`src/rtl/next_piece_queue.sv`:
```
// next_piece_queue
//   Keeps a short preview queue of upcoming tetromino types. The queue is filled
//   from a free-running random piece value. A repeat filter limits how many
//   identical pieces can be pushed back to back. The head piece is handed to the
//   game controller over a level request / one-cycle acknowledge handshake.
//
// Ports
//   clka         in   system clock, all state updates on the rising edge
//   restart_n    in   asynchronous reset, active-low
//   random       in   [PW-1:0] random piece value (changes on the falling edge)
//   spawn_req    in   level request for the next piece
//   spawn_ack    out  one-cycle pulse, spawn_piece is valid in this cycle
//   spawn_piece  out  [PW-1:0] piece popped on the last ack, held until the next ack
//   preview      out  [DEPTH*PW-1:0] queue contents, entry 0 (next piece) in the low bits
//   count        out  number of valid queue entries
//   ready        out  queue is full and waiting for a request
module next_piece_queue #(
  parameter int DEPTH      = 3,
  parameter int PW         = 2,
  parameter int MAX_REPEAT = 2
) (
  input  logic                       clka,
  input  logic                       restart_n,
  input  logic [PW-1:0]              random,
  input  logic                       spawn_req,
  output logic                       spawn_ack,
  output logic [PW-1:0]              spawn_piece,
  output logic [DEPTH*PW-1:0]        preview,
  output logic [$clog2(DEPTH+1)-1:0] count,
  output logic                       ready
);

  localparam int CW = $clog2(DEPTH + 1);
  localparam int RW = $clog2(MAX_REPEAT + 1);

  localparam logic [CW-1:0] FULL      = CW'(DEPTH);
  localparam logic [CW-1:0] ALMOST    = CW'(DEPTH - 1);
  localparam logic [RW-1:0] RUN_LIMIT = RW'(MAX_REPEAT);

  typedef enum logic [1:0] {
    S_FILL  = 2'd0,
    S_READY = 2'd1,
    S_ACK   = 2'd2
  } state_t;

  state_t          state_q, state_d;
  logic [PW-1:0]   entries_q [DEPTH];
  logic [PW-1:0]   entries_d [DEPTH];
  logic [CW-1:0]   count_q, count_d;
  logic [PW-1:0]   last_q, last_d;
  logic [RW-1:0]   run_q, run_d;
  logic            ack_q, ack_d;
  logic [PW-1:0]   piece_q, piece_d;

  logic            accept;
  logic            push;
  logic            pop;

  // A sample is refused only when it would extend a run that has already hit
  // the limit. run_q is 0 after reset, so the first sample always gets through.
  assign accept = !((random == last_q) && (run_q >= RUN_LIMIT));

  // Control: decides whether this edge pushes, pops, or only moves the state.
  // A push during S_ACK can leave the queue full on return to S_FILL. In that
  // case S_FILL moves on to S_READY without sampling, so count stays <= DEPTH.
  always_comb begin
    state_d = state_q;
    ack_d   = 1'b0;
    push    = 1'b0;
    pop     = 1'b0;
    case (state_q)
      S_FILL: begin
        if (count_q == FULL) begin
          state_d = S_READY;
        end else if (accept) begin
          push = 1'b1;
          if (count_q == ALMOST) begin
            state_d = S_READY;
          end
        end
      end
      S_READY: begin
        if (spawn_req) begin
          pop     = 1'b1;
          ack_d   = 1'b1;
          state_d = S_ACK;
        end
      end
      S_ACK: begin
        if (accept && (count_q != FULL)) begin
          push = 1'b1;
        end
        state_d = S_FILL;
      end
      default: begin
        state_d = S_FILL;
      end
    endcase
  end

  // Datapath: queue storage, occupancy, handed-out piece and repeat history.
  // Push and pop never happen in the same cycle, because pop is only done in S_READY.
  // The repeat history is left alone by pops. Only an accepted push changes it.
  always_comb begin
    entries_d = entries_q;
    count_d   = count_q;
    last_d    = last_q;
    run_d     = run_q;
    piece_d   = piece_q;

    if (pop) begin
      piece_d = entries_q[0];
      for (int i = 0; i < DEPTH - 1; i++) begin
        entries_d[i] = entries_q[i+1];
      end
      entries_d[DEPTH-1] = '0;
      count_d = count_q - CW'(1);
    end

    if (push) begin
      for (int i = 0; i < DEPTH; i++) begin
        if (count_q == CW'(i)) begin
          entries_d[i] = random;
        end
      end
      count_d = count_q + CW'(1);
      if (random == last_q) begin
        if (run_q < RUN_LIMIT) begin
          run_d = run_q + RW'(1);
        end
      end else begin
        run_d = RW'(1);
      end
      last_d = random;
    end
  end

  // Register bank. Reset puts the block back into an empty S_FILL and clears
  // the repeat history. It also drops an ack that is in flight.
  always_ff @(posedge clka or negedge restart_n) begin
    if (!restart_n) begin
      state_q <= S_FILL;
      count_q <= '0;
      last_q  <= '0;
      run_q   <= '0;
      ack_q   <= 1'b0;
      piece_q <= '0;
      for (int i = 0; i < DEPTH; i++) begin
        entries_q[i] <= '0;
      end
    end else begin
      state_q <= state_d;
      count_q <= count_d;
      last_q  <= last_d;
      run_q   <= run_d;
      ack_q   <= ack_d;
      piece_q <= piece_d;
      for (int i = 0; i < DEPTH; i++) begin
        entries_q[i] <= entries_d[i];
      end
    end
  end

  // Pack the queue entries into the preview bus, with entry 0 in the low bits.
  always_comb begin
    preview = '0;
    for (int i = 0; i < DEPTH; i++) begin
      preview[PW*i +: PW] = entries_q[i];
    end
  end

  assign spawn_ack   = ack_q;
  assign spawn_piece = piece_q;
  assign count       = count_q;
  assign ready       = (state_q == S_READY);

endmodule

```
`config.mk`:
```
export PLATFORM = sky130hd
export DESIGN_NAME = next_piece_queue
export DESIGN_NICKNAME = d
export VERILOG_FILES = /design/src/rtl/next_piece_queue.sv
export SDC_FILE = /design/constraint.sdc
export NUM_CORES = 1
export LEC_CHECK = 0
export CAP_MARGIN = 40
export CORE_MARGIN = 2
export CORE_UTILIZATION = 40
export CTS_CLUSTER_DIAMETER = 150
export DETAILED_ROUTE_END_ITERATION = 10
export SETUP_SLACK_MARGIN = 0.02
export SLEW_MARGIN = 20
export SYNTH_ARGS = -nofsm -noshare
export SYNTH_HDL_FRONTEND = slang
export SYNTH_SLANG_ARGS = --single-unit
```
`constraint.sdc`:
```
create_clock -name clka -period 4.9 [get_ports clka]
set_clock_uncertainty 0.15 [all_clocks]
set_input_delay 0.49 -clock clka [delete_from_list [all_inputs] [get_ports clka]]
set_output_delay 0.49 -clock clka [all_outputs]
set_load 0.01 [all_outputs]
```
# Yosys cells after proc, flatten, opt, wreduce, memory -nomap -nowiden
# Index checks and enable logic that the tools add are counted.
# op_classes
eq_ne	11
mux	20
magnitude_cmp	2
reduce_logical	8
n_addsub	3
# ops
operator	n
2-to-1 mux 2 bit	11
2-to-1 mux 6 bit	2
equality test 2 bit (second input constant)	3
inequality test 3 bit (second input constant)	2
2-to-1 mux 1 bit	5
adder 2 x 1 -> 2 bit (second input constant)	2
equality test 2 x 1 -> 1 bit (second input constant)	2
logical NOT 2 bit	2
inequality test 2 bit (second input constant)	2
case mux 2 bit (2 select lines)	1
AND reduction 3 bit	1
equality test 2 bit	1
greater-or-equal comparator 2 bit (second input constant)	1
logical AND 1 bit	2
less-than comparator 2 bit (second input constant)	1
inequality test 2 x 1 -> 1 bit (second input constant)	1
case mux 1 bit (2 select lines)	1
AND reduction 2 bit	1
nonzero test 2 bit	1
subtractor 2 x 1 -> 2 bit (second input constant)	1
logical NOT 1 bit	1
# totals
register_bits	17
out_inout_bits	12
inputBits	5
wordCells	53

# Depth between registers and ports, before layout
# Gate-level depths: netlist (run 1).
# logic_depth
word_depth	7
depth_mapped	5
ltp_nobuf	5

# Worst setup path before layout (run 1)
# OpenSTA, ideal clock, no wires.
# synth_timing
path_kind	register -> register
start	register count_q[0], in the netlist count[0]
end	register entries_q (netlist bit preview[0])
slack_ns	3.191
required_time_ns	4.616
arrival_time_ns	1.425
n_path_buf	0
synth_period_minus_slack_ns	1.709
setup_ns	0.134
stages_incl_launch_ff	5
path_cell_list	dfrtp_1 > ha_1 > nor2_1 > o311ai_2 > mux2i_1
# synth_rtl
element	line_no	text
start: declaration	49	logic [CW-1:0] count_q, count_d;
start signal: assignment	153	count_q <= count_d;
end signal: indexed assignment	159	entries_q[i] <= entries_d[i];
end: declaration	47	logic [PW-1:0] entries_q [DEPTH];

# Worst setup path in the final report (run 1)
# layout_timing
start	register state_q[0]
end	output port ready
# layout_between
elab_chain_cells	1
# layout_lines
element	line_no	text
start: declaration	46	state_t state_q, state_d;
start signal: assignment	152	state_q <= state_d;
equality test 2 x 1 -> 1 bit	175	assign ready = (state_q == S_READY);
end: declaration	30	output logic ready
# No other way between the ends.

==> impl_metrics.tcl, run 1 <==
set metrics [dict create \
    status "finished, final reports clean" \
    numCtsBuffers 3 \
    slowest_delay_ns 0.53 \
    async_flop_share 1.000 \
    finalHoldViolCount 0 \
    clkTransAtPathRegs_ns 0.10 \
    crit_path_end_kind "output port" \
    synth_top_area_share 0.4462 \
    fmax_ghz 0.4816 \
    period_share 0.4237 \
    die_w_um 52.82 \
    setup_viol 0 \
    vias 693 \
    synth.largest_area_cell "dfrtp_1" \
    gr-usage-all-layers 0.1532 \
    first_global_vias 653 \
    antennaDiodeCount 0 \
    drv_cap 0 \
    grt_util_met1 0.2138 \
    synth-seq-area-share 0.4462 \
    firstDrtPassIters 4 \
    syn_nets 92 \
    crit_slowest_cell "clkdlybuf4s50_1" \
    ant_nets 0 \
    synth_area_leaders "dfrtp_1, mux2i_1, ha_1, o311ai_2, xor2_2" \
    design.core.area_um2 2233 \
    fp.dieArea_um2 2790 \
    drtIter0Drc 6 \
    gr-usage-met3 0.03429 \
    clkSinkCount 17 \
    r2r_slack_ns 2.98 \
    worst_pin_slew_ns 0.6502 \
    synth_edf_count 0 \
    clk_latency_ns 0.29 \
    fin_cells 129 \
    synth_top_family_by_area "compound AO/OA/AOI/OAI gates" \
    synth-simple-area-share 0.09318 \
    drt_wl_total_mm 1.743 \
    final_util 0.5294 \
    min_period_ns 2.076 \
    cts_resized 0 \
    io_buffers 16 \
    power.leakage_uw 0.0005653 \
    gr-usage-met2 0.2271 \
    grt_max_degree 18 \
    holdBufCountCts 0 \
    root_buffer "clkbuf_4" \
    pin_count 17 \
    wire_per_inst_um 13.51 \
    grt_busiest_layer "met2" \
    reg2reg_depth 4 \
    drc_errors 0 \
    yosys.area_share.adder 0.06562 \
    crit_fanout 7 \
    peakVddDrop_v 0.0003360 \
    fin_tns_setup_ns 0 \
    hold_path_class "in -> async" \
    drv_slew 0 \
    layout.nets 112 \
    critical_path.top_delay_family "buffers and inverters" \
    area_delta_synth_final_pct 24.02 \
    crit_arrival_ns 1.44 \
    ys_types 29 \
    synthMuxAreaShare 0.1509 \
    synth-compound-area-share 0.1549 \
    initial_core_util 0.4269 \
    rows 17 \
    cts_buffer_depth 2 \
    post-cts-setup-buffer-count 0 \
    grt_pass1_wl_mm 3.084 \
    syn_area_per_cell_um2 11.63 \
    cp-start-kind "register" \
    drive_gt1_frac 0.1188 \
    die_h_um 52.82 \
    relSlewSlack 0.5650 \
    syn_area_um2 953.4 \
    dp.cells 124 \
    tritoncts "done" \
    r2r_end "preview[0]" \
    cellPowerDensity_nw_per_um2 647.8 \
    r2r_start "count[1]" \
    rsz0062_at_grt "no" \
    crit_chain "nor2b_1 > clkdlybuf4s50_1" \
    yosys.cell_count.top_type "dfrtp_1" \
    synth_common_cells "dfrtp_1, mux2i_1, inv_1, ha_1" \
    synth_xor_area_frac 0.05249 \
    worstSetupPathType "reg -> out" \
    antenna_found_initial 0 \
    hpwl_mm 1.256 \
    setup_ws_ns 2.824 \
    synth_cells 82 \
    place_ws_ns 2.597 \
    synth_ff_type "dfrtp_1" \
    ys_ff_latch 17 \
    yosys_warnings 0 \
    via_per_inst 5.372 \
    htree_levels 1 \
    worst-path-buf-inv 1 \
    gp_congestion 0.7758 \
    overflow 0 \
    cp.required_ns 4.26 \
]
kinds of logic after synthesis:
kind of cell	count (synthesis)
and+or+nand+nor	17
DFF	17
AOI/OAI and AO/OA	16
muxes	14
buffers and inverters	9
adders and majority gates	5
xor gates and xnor gates	4
area by class of cell:
type                       instances  area [um2]
fill                             208        1051
multi-input combinational         56       493.0
sequential                        17       425.4
timing repair buffer              17       175.2
tap                               28       35.03
inverter                           7       26.28
clock buffer                       3       22.52
clock inverter                     1       5.005
worst max path at each step:
stage | to | cells past startpoint | slack, ns | from
2_1_floorplan | preview[0] | 4 | 3.19 | count[0]
4_1_cts | ready | 2 | 2.81 | state_q[0]
3_3_place_gp | count[1] | 4 | 2.63 | spawn_req
3_5_place_dp | count[1] | 4 | 2.60 | spawn_req
6_report | ready | 2 | 2.82 | state_q[0]
5_1_grt | count[1] | 4 | 2.74 | spawn_req
power by group:
part / total [uW] / switching, uW / internal [uW]
Clock: 75.5 / 45.1 / 30.3
Combinational: 429 / 215 / 214
Sequential: 262 / 58.0 / 204
stage by stage:
stage / instance area, um2 / hold WS [ns] / total power, uW
6_report: 1182 / 0.2131 / 765.9
5_1_grt: 1182 / 0.1883 / 839.6
4_1_cts: 1167 / 0.3569 / 777.9
3_5_place_dp: 1140 / 0.3387 / 696.4
3_3_place_gp: 1140 / 0.3267 / 690.3
2_1_floorplan: 953.4 / 0.04441 / 547.5
registers in the layout, summed over array words and instances, names as in the netlist:
name,flops
last_q,2
spawn_piece,2
preview,6
state_q,2
count,2
spawn_ack,1
run_q,2
cells in the final DEF (no fill, tap or decap):
master and count:
a21oi_1 2, a221oi_1 1, a221oi_2 1, and2_1 1
buf_8 1, clkbuf_4 3, clkdlybuf4s50_1 16, clkinv_2 1
dfrtp_1 17, ha_1 5, inv_1 7, mux2_1 2
mux2_2 1, mux2i_1 11, nand2_1 4, nand3_1 1
nand3b_1 1, nor2_1 4, nor2b_1 2, nor3_1 1
nor4bb_1 1, o2111ai_1 1, o21ai_0 3, o311ai_0 1
o311ai_1 2, o311ai_2 3, o31ai_1 2, or2_1 1
or3_1 1, xnor2_1 2, xor2_2 2
routing by layer:
layer  vias to the layer above  part of all wire
met5                         -                 0
met4                         0             0.012
met3                         4             0.054
met2                        18              0.45
met1                       334              0.48
li1                        337                 -
Power figures use the tool's default switching activity.
==> inputs of run 2 (changes only) <==
--- a/config.mk
+++ b/config.mk
@@ -10,6 +10,7 @@
 export CORE_UTILIZATION = 40
 export CTS_CLUSTER_DIAMETER = 150
 export DETAILED_ROUTE_END_ITERATION = 10
+export PLACE_DENSITY = 0.66
 export SETUP_SLACK_MARGIN = 0.02
 export SLEW_MARGIN = 20
 export SYNTH_ARGS = -nofsm -noshare
==> constraint.sdc (replaced) <==
create_clock -name clka -period 1.7 [get_ports clka]
set_clock_uncertainty 0.15 [all_clocks]
set_input_delay 0.17 -clock clka [delete_from_list [all_inputs] [get_ports clka]]
set_output_delay 0.17 -clock clka [all_outputs]
set_load 0.01 [all_outputs]
==> run 2 against run 1 <==
Global-route usage up 1.2 points. Largest cell class unchanged. Critical path type is now reg -> reg. Die area unchanged. Via count increased by 3.9%. Cell area is 14% higher. Largest power group unchanged. Total power increased to 3.4 times the previous value. Non-clock buffer count grew 12.
==> impl_metrics.tcl, run 2 (same netlist as run 1, synthesis figures left out) <==
set metrics [dict create \
    rows 17 \
    fmax_ghz 0.6033 \
    drtIter0Drc 3 \
    layout.nets 124 \
    relSlewSlack 0.6426 \
    htree_levels 1 \
    largest_reg_flops 6 \
    wire_per_inst_um 14.32 \
    via_per_inst 5.106 \
    status "finished, final reports clean" \
    crit_arrival_ns 1.70 \
    numCtsBuffers 3 \
    final_cell_mix "dfrtp_1, clkdlybuf4s50_1, buf_4" \
    setup_viol 0 \
    hpwl_mm 1.404 \
    gr-usage-all-layers 0.1657 \
    met2_length_mm 1.002 \
    die_w_um 52.82 \
    cp-start-kind "register" \
    overflow 0 \
    worstSetupPathType "reg -> reg" \
    drv_cap 0 \
    ant_nets 0 \
    die_h_um 52.82 \
    worst_pin_slew_ns 0.5356 \
    min_period_ns 1.658 \
    antennaDiodeCount 0 \
    wl_met3_um 81 \
    pin_count 17 \
    period_share 0.9751 \
    final_util 0.6045 \
    initial_core_util 0.4269 \
    fp.dieArea_um2 2790 \
    area_delta_synth_final_pct 41.60 \
    drt_wl_total_mm 2.019 \
    power.total_uw 2635 \
    tritoncts "done" \
    drc_errors 0 \
    power.leakage_uw 0.0006380 \
    design.core.area_um2 2233 \
    clkSinkCount 17 \
    clk_latency_ns 0.28 \
    cp.required_ns 1.74 \
    crit_path_end_kind "register" \
    vias 720 \
    antenna_found_initial 0 \
    rsz0062_at_grt "yes" \
    crit_fanout 8 \
    drive_gt1_frac 0.2743 \
    root_buffer "clkbuf_4" \
    io_buffers 16 \
    grt_pass1_wl_mm 3.256 \
    dp.cells 134 \
    drv_slew 0 \
    grt_max_degree 18 \
    peakVddDrop_v 0.001166 \
    cellPowerDensity_nw_per_um2 1952 \
    cts_buffer_depth 2 \
    final_common_cell "dfrtp_1" \
    gp_congestion 0.7436 \
    first_global_vias 703 \
    routed.top_layer "met4" \
    fin_cells 141 \
    clkTransAtPathRegs_ns 0.10 \
    hold_path_class "in -> async" \
    m1WireLength_um 913 \
    finalHoldViolCount 0 \
    firstDrtPassIters 4 \
]
-- run 2: cell count changes in the layout (fill, tap and decap cells not counted), moves of 2 or more --
cell / change
o311ai_4: +2
buf_4: +12
ha_2: +2
ha_1: -3
-- run 2: what timing repair did --
item	CTS	global route
resized for setup	1	12
endpoints found under the hold margin	0	0
setup endpoints to repair	2	9
setup buffers	3	0
hold buffers	0	0
-- run 2: worst paths after layout --
| kind | start | end | slack, ns | cells after the start |
|---|---|---|---|---|
| setup reg to reg | run_q[0] | count[0] | 0.04 | 6 |
| hold reg to reg | spawn_piece[1] | spawn_piece[1] | 0.35 | 1 |
| max in group asynchronous | restart_n | state_q[0] | 1.14 | 2 |
| hold / removal | restart_n | count[1] | 0.05 | 2 |
| min in group clka | spawn_piece[1] | spawn_piece[1] | 0.35 | 1 |
| setup / recovery | run_q[0] | count[0] | 0.04 | 6 |
-- run 2: final cells by class --
type	instances	area [um2]
fill	189	883.3
multi-input combinational	56	563.0
sequential	17	426.7
timing repair buffer	29	272.8
tap	28	35.03
clock buffer	4	26.28
inverter	7	26.28
-- run 2: metrics by stage --
step           setup TNS [ns]  area [um2]  hold slack [ns]  setup slack [ns]
3_5_place_dp          -0.5545        1230           0.3359          -0.08503
6_report                    0        1350          0.05470           0.04236
5_1_grt              -0.07532        1350          0.06180          -0.04261
2_1_floorplan               0       955.9          -0.2756           0.04000
3_3_place_gp          -0.3551        1230           0.3241          -0.06881
4_1_cts                     0        1280          0.05809           0.02393
-- run 2: metal layers --
layer	vias to the layer above	global-route usage
met5	-	0
met4	0	0.08547
met3	2	0.03429
met2	13	0.2646
met1	344	0.2094
li1	361	-
-- run 2: report_power, final --
part / total [uW] / internal, uW / switching (uW)
Clock: 216 / 91.0 / 125
Combinational: 1670 / 864 / 805
Sequential: 749 / 589 / 160
Total: 2630 / 1540 / 1090
-- run 2: critical path, cell delays in order (launching register included) --
cell	delay (ns)
dfrtp_1	0.38
inv_2	0.07
ha_2	0.19
nor2_1	0.05
buf_4	0.17
or3_1	0.32
o311ai_2	0.23
